<file path="src/rtl/board_setup_ctrl.sv">
// Game-start sequencer: fill 32 covered pieces, LFSR Fisher-Yates shuffle, write all squares.
// Setup takes 65 cycles minimum; game-logic writes pass through only in IDLE and are dropped while busy.
module board_setup_ctrl #(
    parameter logic [15:0] LFSR_SEED = 16'hACE1,
    parameter int          MAX_RETRY = 15
) (
    input  logic       CLK,
    input  logic       RESET,
    input  logic       start,
    input  logic [4:0] gl_addr,
    input  logic [4:0] gl_piece,
    input  logic       gl_we,
    output logic [4:0] board_addr,
    output logic [4:0] board_piece,
    output logic       board_we,
    output logic       busy,
    output logic       game_hold,
    output logic       done
);
    localparam int RW = (MAX_RETRY < 1) ? 1 : $clog2(MAX_RETRY + 1);
    localparam logic [RW-1:0] RETRY_MAX = RW'(MAX_RETRY);

    typedef enum logic [2:0] {S_IDLE, S_FILL, S_SHUFFLE, S_WRITE, S_DONE} state_t;

    state_t          state, state_nxt;
    logic [15:0]     lfsr;
    logic [4:0]      i, k;
    logic [RW-1:0]   retry;
    logic [4:0]      shadow [32];

    logic [4:0]      r, mask, d, j;
    logic            accept, fallback, do_swap;

    function automatic logic [4:0] canon(input logic [4:0] idx);
        logic [2:0] t;
        case (idx[3:0])
            4'd0:        t = 3'b111;
            4'd1, 4'd2:  t = 3'b110;
            4'd3, 4'd4:  t = 3'b101;
            4'd5, 4'd6:  t = 3'b100;
            4'd7, 4'd8:  t = 3'b011;
            4'd9, 4'd10: t = 3'b010;
            default:     t = 3'b001;
        endcase
        return {idx[4], t, 1'b0};
    endfunction

    // Draw: mask down to the smallest all-ones range covering i, reject out-of-range values.
    always_comb begin
        r = lfsr[4:0];
        if (i[4])      mask = 5'd31;
        else if (i[3]) mask = 5'd15;
        else if (i[2]) mask = 5'd7;
        else if (i[1]) mask = 5'd3;
        else           mask = 5'd1;
        d        = r & mask;
        accept   = (d <= i);
        fallback = (retry == RETRY_MAX);
        do_swap  = accept || fallback;
        j        = accept ? d : (r & (mask >> 1));
    end

    always_ff @(posedge CLK or posedge RESET) begin
        if (RESET) state <= S_IDLE;
        else       state <= state_nxt;
    end

    always_comb begin
        state_nxt   = state;
        board_addr  = 5'd0;
        board_piece = 5'd0;
        board_we    = 1'b0;
        done        = 1'b0;
        case (state)
            S_IDLE: begin
                board_addr  = gl_addr;
                board_piece = gl_piece;
                board_we    = gl_we;
                if (start) state_nxt = S_FILL;
            end
            S_FILL:    state_nxt = S_SHUFFLE;
            S_SHUFFLE: if (do_swap && i == 5'd1) state_nxt = S_WRITE;
            S_WRITE: begin
                board_we    = 1'b1;
                board_addr  = k;
                board_piece = shadow[k];
                if (k == 5'd31) state_nxt = S_DONE;
            end
            S_DONE: begin
                done      = 1'b1;
                state_nxt = S_IDLE;
            end
            default: state_nxt = S_IDLE;
        endcase
    end

    assign busy      = (state != S_IDLE);
    assign game_hold = busy;

    // LFSR free-runs in every state so the moment of start picks the shuffle.
    always_ff @(posedge CLK or posedge RESET) begin
        if (RESET) begin
            lfsr  <= LFSR_SEED;
            i     <= 5'd0;
            k     <= 5'd0;
            retry <= '0;
        end else begin
            lfsr <= {lfsr[14:0], lfsr[15] ^ lfsr[13] ^ lfsr[12] ^ lfsr[10]};
            case (state)
                S_FILL: begin
                    i     <= 5'd31;
                    retry <= '0;
                end
                S_SHUFFLE: begin
                    if (do_swap) begin
                        i     <= i - 5'd1;
                        retry <= '0;
                        if (i == 5'd1) k <= 5'd0;
                    end else begin
                        retry <= retry + 1'b1;
                    end
                end
                S_WRITE: k <= k + 5'd1;
                default: ;
            endcase
        end
    end

    always_ff @(posedge CLK) begin
        if (state == S_FILL) begin
            for (int n = 0; n < 32; n++) shadow[n] <= canon(5'(n));
        end else if (state == S_SHUFFLE && do_swap) begin
            shadow[i] <= shadow[j];
            shadow[j] <= shadow[i];
        end
    end
endmodule

</file>
<file path="config.mk">
export PLATFORM = sky130hd
export DESIGN_NAME = board_setup_ctrl
export DESIGN_NICKNAME = d
export VERILOG_FILES = /design/src/rtl/board_setup_ctrl.sv
export SDC_FILE = /design/constraint.sdc
export NUM_CORES = 1
export LEC_CHECK = 0
export CELL_PAD_IN_SITES_DETAIL_PLACEMENT = 0
export CELL_PAD_IN_SITES_GLOBAL_PLACEMENT = 1
export CORE_ASPECT_RATIO = 1.5
export CORE_UTILIZATION = 45
export DETAILED_ROUTE_END_ITERATION = 12
export GPL_TIMING_DRIVEN = 0
export PLACE_DENSITY_LB_ADDON = 0.1
export SYNTH_ARGS = -nofsm -noshare
export SYNTH_HDL_FRONTEND = slang
export SYNTH_SLANG_ARGS = --single-unit
</file>
<file path="constraint.sdc">
create_clock -name CLK -period 11.6 [get_ports CLK]
set_clock_uncertainty 0.1 [all_clocks]
set_input_delay 2.32 -clock CLK [delete_from_list [all_inputs] [get_ports CLK]]
set_output_delay 2.32 -clock CLK [all_outputs]
set_load 0.02 [all_outputs]
</file>
* Word level (Yosys, flattened, before mapping)
Memory sizes are Yosys's and may differ from the RTL's. Index checks and enable logic that the tools add are counted.
Cells by class: muxes and demuxes 38, magnitude comparators 1, reductions and logical operators 12, bitwise gates (word level) 5, add/sub/neg operators 3, equality and inequality tests 12
Operators with widths (number):
- 2-to-1 mux 5 bit | 9
- case mux 5 bit (2 select lines) | 4
- 2-to-1 mux 3 bit | 11
- case mux 3 bit (4 select lines) | 1
- != test 2 bit (second input constant) | 5
- OR reduction 5 bit | 2
- 2-to-1 mux 1 bit | 8
- 2-to-1 mux 4 bit | 2
- case mux 4 bit (2 select lines) | 1
- equality test 3 x 2 -> 1 bit (second input constant) | 2
- AND reduction 3 bit | 2
- adder 5 x 1 -> 5 bit (second input constant) | 1
- AND 5 x 4 -> 5 bit | 1
- AND 5 bit | 1
- equality test 5 x 1 -> 1 bit (second input constant) | 1
- equality test 5 bit (second input constant) | 1
- less-or-equal comparator 5 bit | 1
- subtractor 5 x 1 -> 5 bit (second input constant) | 1
- adder 4 x 1 -> 4 bit (second input constant) | 1
- equality test 4 bit (second input constant) | 1
- nonzero test 2 bit | 2
- equality test 3 x 1 -> 1 bit (second input constant) | 1
- equality test 3 bit (second input constant) | 1
- logical NOT 3 bit | 1
- other kinds (7) | 10
Storage, ports and cells: register bits 33, memories 1, RAM bits 160, word-level logic and storage cells 77, input port bits 14, output and inout bits 14
Memories:
- shadow | depth 32, width 5, read ports 3, clocked after Yosys merged registers in 0, write ports 32, line 29 | logic [4:0] shadow [32];

* Depth between registers and ports, before layout
Gate-level depths: netlist of run 1.
depth in word-level cells 13, gate-level depth with buffers 19

* Worst setup path after synthesis of run 1
No wires, ideal clock.
kind flip-flop to output port, from register k[1], to output port board_piece[4], path buffers 3, arrival 2.652 ns, path slack 6.528 ns, cell stages (with the launch flop) 8, required time 9.180 ns, cells stage by stage dfrtp_1 clkbuf_1 buf_1 clkbuf_1 mux4_2 mux4_2 mux2i_1 o21ai_0
On the way: cells in the longest elaborated chain, start to end 2
RTL lines:
- from (decl) | line 27 | logic [4:0] i, k;
- from (signal assigned) | line 123 | S_WRITE: k <= k + 5'd1;
- memory (32 x 5 bit)
- case mux 5 bit (2 select lines) | line 74 | case (state)
- to (decl) | line 14 | output logic [4:0] board_piece,
Every way passes these cells.

* Final worst setup path of run 1
Ends and elaborated chain as after synthesis.

==> reports/summary.txt, run 1 <==
=====================================================================================
Run status ............................................................. finished with violations
Violated checks ........................................................ max-capacitance violations, max-slew violations
Global-route wire length before repair .................................     85.03 mm
Worst Hold Launch ...................................................... lfsr[6]$_DFF_PP1_
Area taken by flip-flops and latches ...................................     5640 µm²
Number of synthesized register bits ....................................          193
Total number of vias ...................................................        11780
Clock transition at the registers of the reported paths ................        70 ps
Post-CTS setup-driven buffer insertion count ...........................            0
Most frequent standard cell in the layout excluding fill and tap cells .     edfxtp_1
Hold Path Depth ........................................................            0
Setup repair after global routing missed its margin ....................        false
Power density of the placed cells ...................................... 94.56 nW/µm²
Worst Tran Pin Value ...................................................      1496 ps
Mean Syn Cell Area .....................................................    11.44 µm²
Clock Sink Count .......................................................          193
Die X ..................................................................     140.4 µm
Remaining max-slew budget at the tightest pin ..........................     -0.3041%
Final cycle utilization of the critical path ...........................       65.30%
Maximum number of buffers from clock root to sink ......................            2
Pin count of the biggest net entering global routing ...................           34
Series of cell instances along the critical path ....................... clkbuf_1, buf_1, clkbuf_1, mux4_2, mux4_2, mux2i_1, o21ai_0, clkdlybuf4s50_1
Worst reg2reg startpoint ............................................... i[1]$_DFFE_PP0P_
Via count of the first global-routing pass .............................        10950
Total of warnings raised by yosys ......................................            0
Routed wire length .....................................................     62.02 mm
R2R Path End ........................................................... shadow[5][3]$_DFFE_PP_
Number of cells produced by synthesis ..................................         1129
Number of antenna violations at the first check in global routing ......            2
Worst-case register-to-register setup slack ............................      4630 ps
Count of routing violations after the opening detailed-route iteration .         1796
Global-route usage over all layers .....................................       43.46%
Area enclosed by the die boundary ......................................    29410 µm²
Starting utilization of the core area ..................................       46.05%
Crit-path leading delay family ......................................... buffers and inverters
PostCTS Resize Cnt .....................................................            0
Period minus WS final ..................................................      7575 ps
Number of input and output port buffers inserted .......................           27
Footprint of the multi-input gates .....................................     6656 µm²
Element type at the critical path start ................................         flop
Floorplan Core Area ....................................................    28060 µm²
Delay contributed by the slowest stage of the critical path ............       880 ps
Total Power ............................................................   0.001348 W
WP data required .......................................................      9180 ps
Maximum resistive drop on vdd ..........................................  0.0001002 V
Commonest cells after routing, fill and taps aside ..................... edfxtp_1 (160), nand2_1 (133), mux4_2 (99)
Layout filler cell count ...............................................         2569
Overflow left after global routing .....................................            0
Cell area after synthesis ..............................................    12920 µm²
Worst Hold Path EP ..................................................... lfsr[7]$_DFF_PP1_
Setup Total Neg Slack ..................................................         0 ps
Crit path kind .........................................................   reg -> out
Count of boundary I/O pins .............................................           28
Count of different cell masters after synthesis ........................           66
Layout cell share with drive strength beyond 1 .........................       18.74%
Peak Freq ..............................................................    132.0 MHz
Post-synthesis sequential area ratio ...................................       43.65%
FFs w/ async S/R, synth ................................................       17.10%
Final Wtd Congestion ...................................................        1.065
CTS tree ...............................................................          yes
Placed wire-length estimate after detailed placement ...................     46.69 mm
Reported leakage power .................................................     4.558 nW
Most used flip-flop cell after synthesis ...............................     edfxtp_1
Count of antenna-violating nets left after detailed routing ............            0
Via-to-Cell Ratio ......................................................        7.656
Largest driver fanout on the critical path .............................           10
Count of cells along the worst register-to-register path ...............           15
First-pass iteration count of the detailed router ......................            9
Cell at the slowest stage of the critical path .........................     clkbuf_1
Number of levels the H-tree was split into .............................            4
Die Height .............................................................     209.5 µm
Final setup viols ......................................................            0
Net count after synthesis ..............................................         1155
Max Slew Vio Count .....................................................            1
Number of buffer and inverter instances along the worst setup path .....            4
CTS Root Buffer Type ...................................................    clkbuf_16
Remaining design rule violation count ..................................            0
Data arrival time of the worst path ....................................      5150 ps
Number of flops mapped to enable cells by yosys ........................          160
Layout-stage area growth over the synthesis result .....................       10.34%
Type of element capturing the critical path ............................ primary output
Worst Hold Class .......................................................   reg -> reg
Clock latency on the worst-skew pair ...................................       490 ps
Count of standard-cell rows ............................................           75
TritonCTS Buffers ......................................................           17
Number of max-capacitance violations reported ..........................            2
Hold-fix buffer count after cts ........................................            0
Post-DR wirelength/cell ................................................     40.30 µm
Endpoints failing hold .................................................            0
Final #Nets ............................................................         1203
=====================================================================================
[cells in the mapped netlist (5+ instances only)]
cell      count  area share [%]
a21oi_1      31             1.2
a221oi_1      7            0.47
a22o_1        7            0.47
a22oi_1      63             3.7
a22oi_2      14             1.4
a31oi_1       5            0.24
a32oi_1      12            0.81
and3_1       13            0.63
and4_1        7            0.47
buf_1         9            0.26
buf_2        25            0.97
buf_4        11            0.64
buf_6         6            0.52
clkbuf_1     63             1.8
dfrtp_1      25             4.8
dfstp_2       8             1.6
edfxtp_1    160              37
ha_1         12             1.2
inv_1        14            0.41
mux2i_1      28             2.2
mux4_2       99              17
nand2_1     133             3.9
nand2b_1      9            0.44
nand3_1      78             3.0
nor2_1       64             1.9
nor3_1       26             1.0
o211ai_1     11            0.64
o21ai_0      19            0.74
o22ai_1      93             4.5
o22ai_2      10            0.97
xnor2_1       5            0.34
[cell families (layout without fill, tap and decap cells)]
logic type / Yosys count / count (layout) / synth area share, %
DFF: 193 / 193 / 43.65
and+or+nand+nor: 354 / 354 / 12.69
buffers and inverters: 132 / 193 / 4.919
other: 0 / 3 / 0
AOI/OAI and AO/OA: 300 / 300 / 17.00
muxes: 130 / 130 / 20.03
adders and majority gates: 12 / 12 / 1.162
xor gates and xnor gates: 8 / 8 / 0.5423
[power breakdown]
part	total, W	switching, W	leakage [nW]	internal, W
Clock	0.000600	0.000283	0.296	0.000317
Sequential	0.000740	0	1.87	0.000740
Combinational	0.00000781	0.00000298	2.39	0.00000482
[final cells by class]
cell class / instances / share of cell area (%)
multi-input cells: 804 / 46.69
flip-flops and latches: 193 / 39.56
plain buffers: 116 / 4.037
clock buffers: 24 / 3.633
well taps: 346 / 3.036
repair buffers: 29 / 2.141
clock inverters: 8 / 0.4300
inverters: 16 / 0.4212
diodes: 3 / 0.05265
[routing by layer]
layer | vias up | wire length [µm] | track usage, % | share of wire [%]
met1 | 5888 | 21020 | 50.95 | 34
met3 | 265 | 6740 | 10.68 | 11
met5 | - | 75 | 1.528 | 0.12
li1 | 4666 | - | - | -
met2 | 959 | 28410 | 67.09 | 46
met4 | 4 | 5781 | 36.76 | 9.3
[registers in the layout, summed over array words and instances, names as in the netlist]
register  flops
k             5
shadow      160
retry         4
i             5
state         3
lfsr         16
[through the flow]
| step | area, µm² | instances | setup slack, ps | hold WS, ps | utilization, % |
|---|---|---|---|---|---|
| finish | 14260 | 1539 | 4025 | 258.9 | 50.81 |
| global route | 14250 | 1536 | 3942 | 257.7 | 50.79 |
| CTS | 14220 | 1535 | 4130 | 256.9 | 50.69 |
| detailed placement | 13640 | 1503 | 4656 | 243.0 | 48.62 |
| global placement | 13620 | 1502 | 4657 | 243.7 | 48.56 |
| floorplan | 12920 | 1129 | 6528 | 231.2 | - |
[worst max-delay path by stage]
stage / start / to / slack [ps] / cells past startpoint
finish: k[1]$_DFFE_PP0P_ / board_piece[4] / 4030 / 8
global route: k[1]$_DFFE_PP0P_ / board_piece[4] / 3940 / 8
CTS: k[1]$_DFFE_PP0P_ / board_piece[4] / 4130 / 8
detailed placement: k[1]$_DFFE_PP0P_ / board_piece[4] / 4660 / 8
global placement: k[0]$_DFFE_PP0P_ / board_piece[3] / 4660 / 8
floorplan: k[1]$_DFFE_PP0P_ / board_piece[4] / 6530 / 7
Note: power is estimated with default switching activity, not from simulation.
==> inputs of run 2 (changes only) <==
==> constraint.sdc (replaced) <==
create_clock -name CLK -period 6.8 [get_ports CLK]
set_clock_uncertainty 0.1 [all_clocks]
set_input_delay 1.36 -clock CLK [delete_from_list [all_inputs] [get_ports CLK]]
set_output_delay 1.36 -clock CLK [all_outputs]
set_load 0.02 [all_outputs]
==> run 2 against run 1 <==
Net effect: the run still ends with max-capacitance violations, max-slew violations left; total power is 70% higher; count of clock-buffer cells in the layout stayed put; first-iteration DRC count is 0.61% lower; global-route usage stayed put; sequential share of layout area hardly changed; clock power is 70% higher; final area hardly changed; worst hold slack hardly changed; sequential power is 70% higher; utilization hardly changed; critical path type unchanged; critical endpoint unchanged.
==> reports/summary.txt, run 2 (same netlist as run 1, synthesis figures left out) <==
=====================================================================================
Run status ............................................................. finished with violations
Violated checks ........................................................ max-capacitance violations, max-slew violations
Power spent charging and discharging nets ..............................  0.0004859 W   +70%
Die Height .............................................................     209.5 µm   unchanged
Series of cell instances along the critical path ....................... clkbuf_1, buf_1, clkbuf_1, mux4_2, mux4_2, mux2i_1, o21ai_0, clkdlybuf4s50_1
Largest driver fanout on the critical path .............................           10   unchanged
Final Worst Setup Slack ................................................     187.8 ps   -3838 ps
Number of antenna violations at the first check in global routing ......            2   unchanged
Layout cell share with drive strength beyond 1 .........................       18.76%   about the same
Max Slew Vio Count .....................................................            6   +5
Maximum number of buffers from clock root to sink ......................            2   unchanged
Post-CTS setup-driven buffer insertion count ...........................            0   unchanged
Most frequent standard cell in the layout excluding fill and tap cells .     edfxtp_1
CTS tree ...............................................................          yes
Worst setup slack after placement ......................................     148.0 ps   -4508 ps
Combinational Power Share ..............................................         0.6%   about the same
Data arrival time of the worst path ....................................      5150 ps   about the same
Number of max-capacitance violations reported ..........................            1   -1
Biggest registers after layout ......................................... shadow (160), lfsr (16)
Power density of the placed cells ...................................... 161.1 nW/µm²   +70%
Clock power share ......................................................        44.4%   about the same
TritonCTS Buffers ......................................................           17   unchanged
Overflow left after global routing .....................................            0   unchanged
Global-route wire length before repair .................................     85.03 mm   unchanged
Total number of vias ...................................................        11680   -0.89%
Pin count of the biggest net entering global routing ...................           34   unchanged
Period minus WS final ..................................................      6612 ps
Worst Hold Class .......................................................   reg -> reg
Clock Sink Count .......................................................          193   unchanged
Routed wire length .....................................................     62.06 mm   about the same
Cell-internal power ....................................................   0.001812 W   +71%
Commonest cells after routing, fill and taps aside ..................... edfxtp_1 (160), nand2_1 (133), mux4_2 (99)
Maximum resistive drop on vdd ..........................................  0.0001694 V   +69%
Final #Nets ............................................................         1202   -0.083%
Number of input and output port buffers inserted .......................           27   unchanged
Layout filler cell count ...............................................         2569   unchanged
Die X ..................................................................     140.4 µm   unchanged
Worst Tran Pin Value ...................................................      1585 ps   +89.77 ps
Final cycle utilization of the critical path ...........................       97.24%
Layout-stage area growth over the synthesis result .....................       10.36%   about the same
Element type at the critical path start ................................         flop
Final std cells w/o fill ...............................................         1538   -0.065%
Post-DR wirelength/cell ................................................     40.35 µm   +0.12%
Floorplan Core Area ....................................................    28060 µm²   unchanged
Crit path kind .........................................................   reg -> out
Worst hold margin ......................................................     258.8 ps   -0.1340 ps
Setup Total Neg Slack ..................................................         0 ps   unchanged
CTS Root Buffer Type ...................................................    clkbuf_16
Largest register FFs ...................................................          160   unchanged
Count of routing violations after the opening detailed-route iteration .         1785   -0.61%
Setup repair after global routing missed its margin ....................        false
Remaining design rule violation count ..................................            0   unchanged
Remaining max-slew budget at the tightest pin ..........................      -6.325%   -6.0 points
First-pass iteration count of the detailed router ......................            6   -3
Count of antenna-violating nets left after detailed routing ............            0   unchanged
Area enclosed by the die boundary ......................................    29410 µm²   unchanged
Net Sw Frac ............................................................       21.15%   -0.085 points
Reg power frac .........................................................        55.0%   about the same
Final Wtd Congestion ...................................................        1.065   unchanged
Number of levels the H-tree was split into .............................            4   unchanged
Reg with most FFs ......................................................       shadow
Starting utilization of the core area ..................................       46.05%   unchanged
Delay contributed by the slowest stage of the critical path ............       880 ps   about the same
Clock transition at the registers of the reported paths ................        70 ps   about the same
Global-route usage over all layers .....................................       43.46%   unchanged
WP data required .......................................................      5340 ps   -3840 ps
Type of element capturing the critical path ............................ primary output
Via count of the first global-routing pass .............................        10950   unchanged
Placed wire-length estimate after detailed placement ...................     46.69 mm   unchanged
Count of boundary I/O pins .............................................           28   unchanged
Peak Freq ..............................................................    151.2 MHz
End-of-flow core utilization ...........................................       50.82%   about the same
Cell at the slowest stage of the critical path .........................     clkbuf_1
Count of standard-cell rows ............................................           75   unchanged
Reported leakage power .................................................     4.574 nW   +0.34%
Via-to-Cell Ratio ......................................................        7.592   -0.83%
Endpoints failing hold .................................................            0   unchanged
Final setup viols ......................................................            0   unchanged
Clock latency on the worst-skew pair ...................................       480 ps   about the same
Post-placement cell count ..............................................         1503   unchanged
=====================================================================================
## run 2: cell count changes in the layout (fill, tap and decap cells not counted), sizes merged
cell,delta
clkbuf,-1
## run 2: metrics by stage
step	cell area, µm²	total power (W)
final	14260	0.002298
after floorplan	12920	0.001292
after global placement	13620	0.001300
after global routing	14250	0.002331
after CTS	14220	0.002292
after detailed placement	13640	0.001301
## run 2: path summary, 6_finish.rpt
path                                   start                endpoint  slack, ps  cells after the start
setup / recovery            k[1]$_DFFE_PP0P_          board_piece[4]        190                      8
hold / removal             lfsr[6]$_DFF_PP1_       lfsr[7]$_DFF_PP1_        260                      0
setup reg to reg            i[1]$_DFFE_PP0P_  shadow[5][3]$_DFFE_PP_        410                     14
hold reg to reg            lfsr[6]$_DFF_PP1_       lfsr[7]$_DFF_PP1_        260                      0
max in group asynchronous              RESET        k[0]$_DFFE_PP0P_       5040                      3
min in group asynchronous              RESET    retry[0]$_DFFE_PP0P_       1100                      2
## run 2: cell type report
class	count	area [µm²]	area share [%]
clock inverters	8	61.31	0.4299
plain buffers	115	571.8	4.010
multi-input cells	804	6663	46.72
inverters	16	60.06	0.4212
clock buffers	24	518.0	3.633
repair buffers	29	305.3	2.141
diodes	3	7.507	0.05265
well taps	346	432.9	3.036
flip-flops and latches	193	5640	39.55
## run 2: power by group through the flow
stage	clock, W	combinational, W	sequential (W)
2_1_floorplan	0	0.00000301	0.00129
3_3_place_gp	0	0.0000115	0.00129
3_5_place_dp	0	0.0000116	0.00129
4_1_cts	0.00102	0.0000117	0.00126
5_1_grt	0.00105	0.0000147	0.00126
6_report	0.00102	0.0000133	0.00126
## run 2: per-layer routing
metal  track usage (%)  share of wire (%)  vias up
li1                  -                  -     4659
met1             50.95                 34     5793
met2             67.09                 46      978
met3             10.68                 11      243
met4             36.76                9.2        4
met5             1.528               0.12        -
## run 2: critical path: cells and delay by family, from the launching register on
kind	cells	cell delay [ps]
flops	1	480
buf+inv	4	2780
mux	3	1290
compound gates	1	110
## run 2: what timing repair did
| item | in CTS | in global routing |
|---|---|---|
| endpoints found under the setup margin | 0 | 50 |
| gates resized for setup | 0 | 1 |
| hold buffers | 0 | 0 |
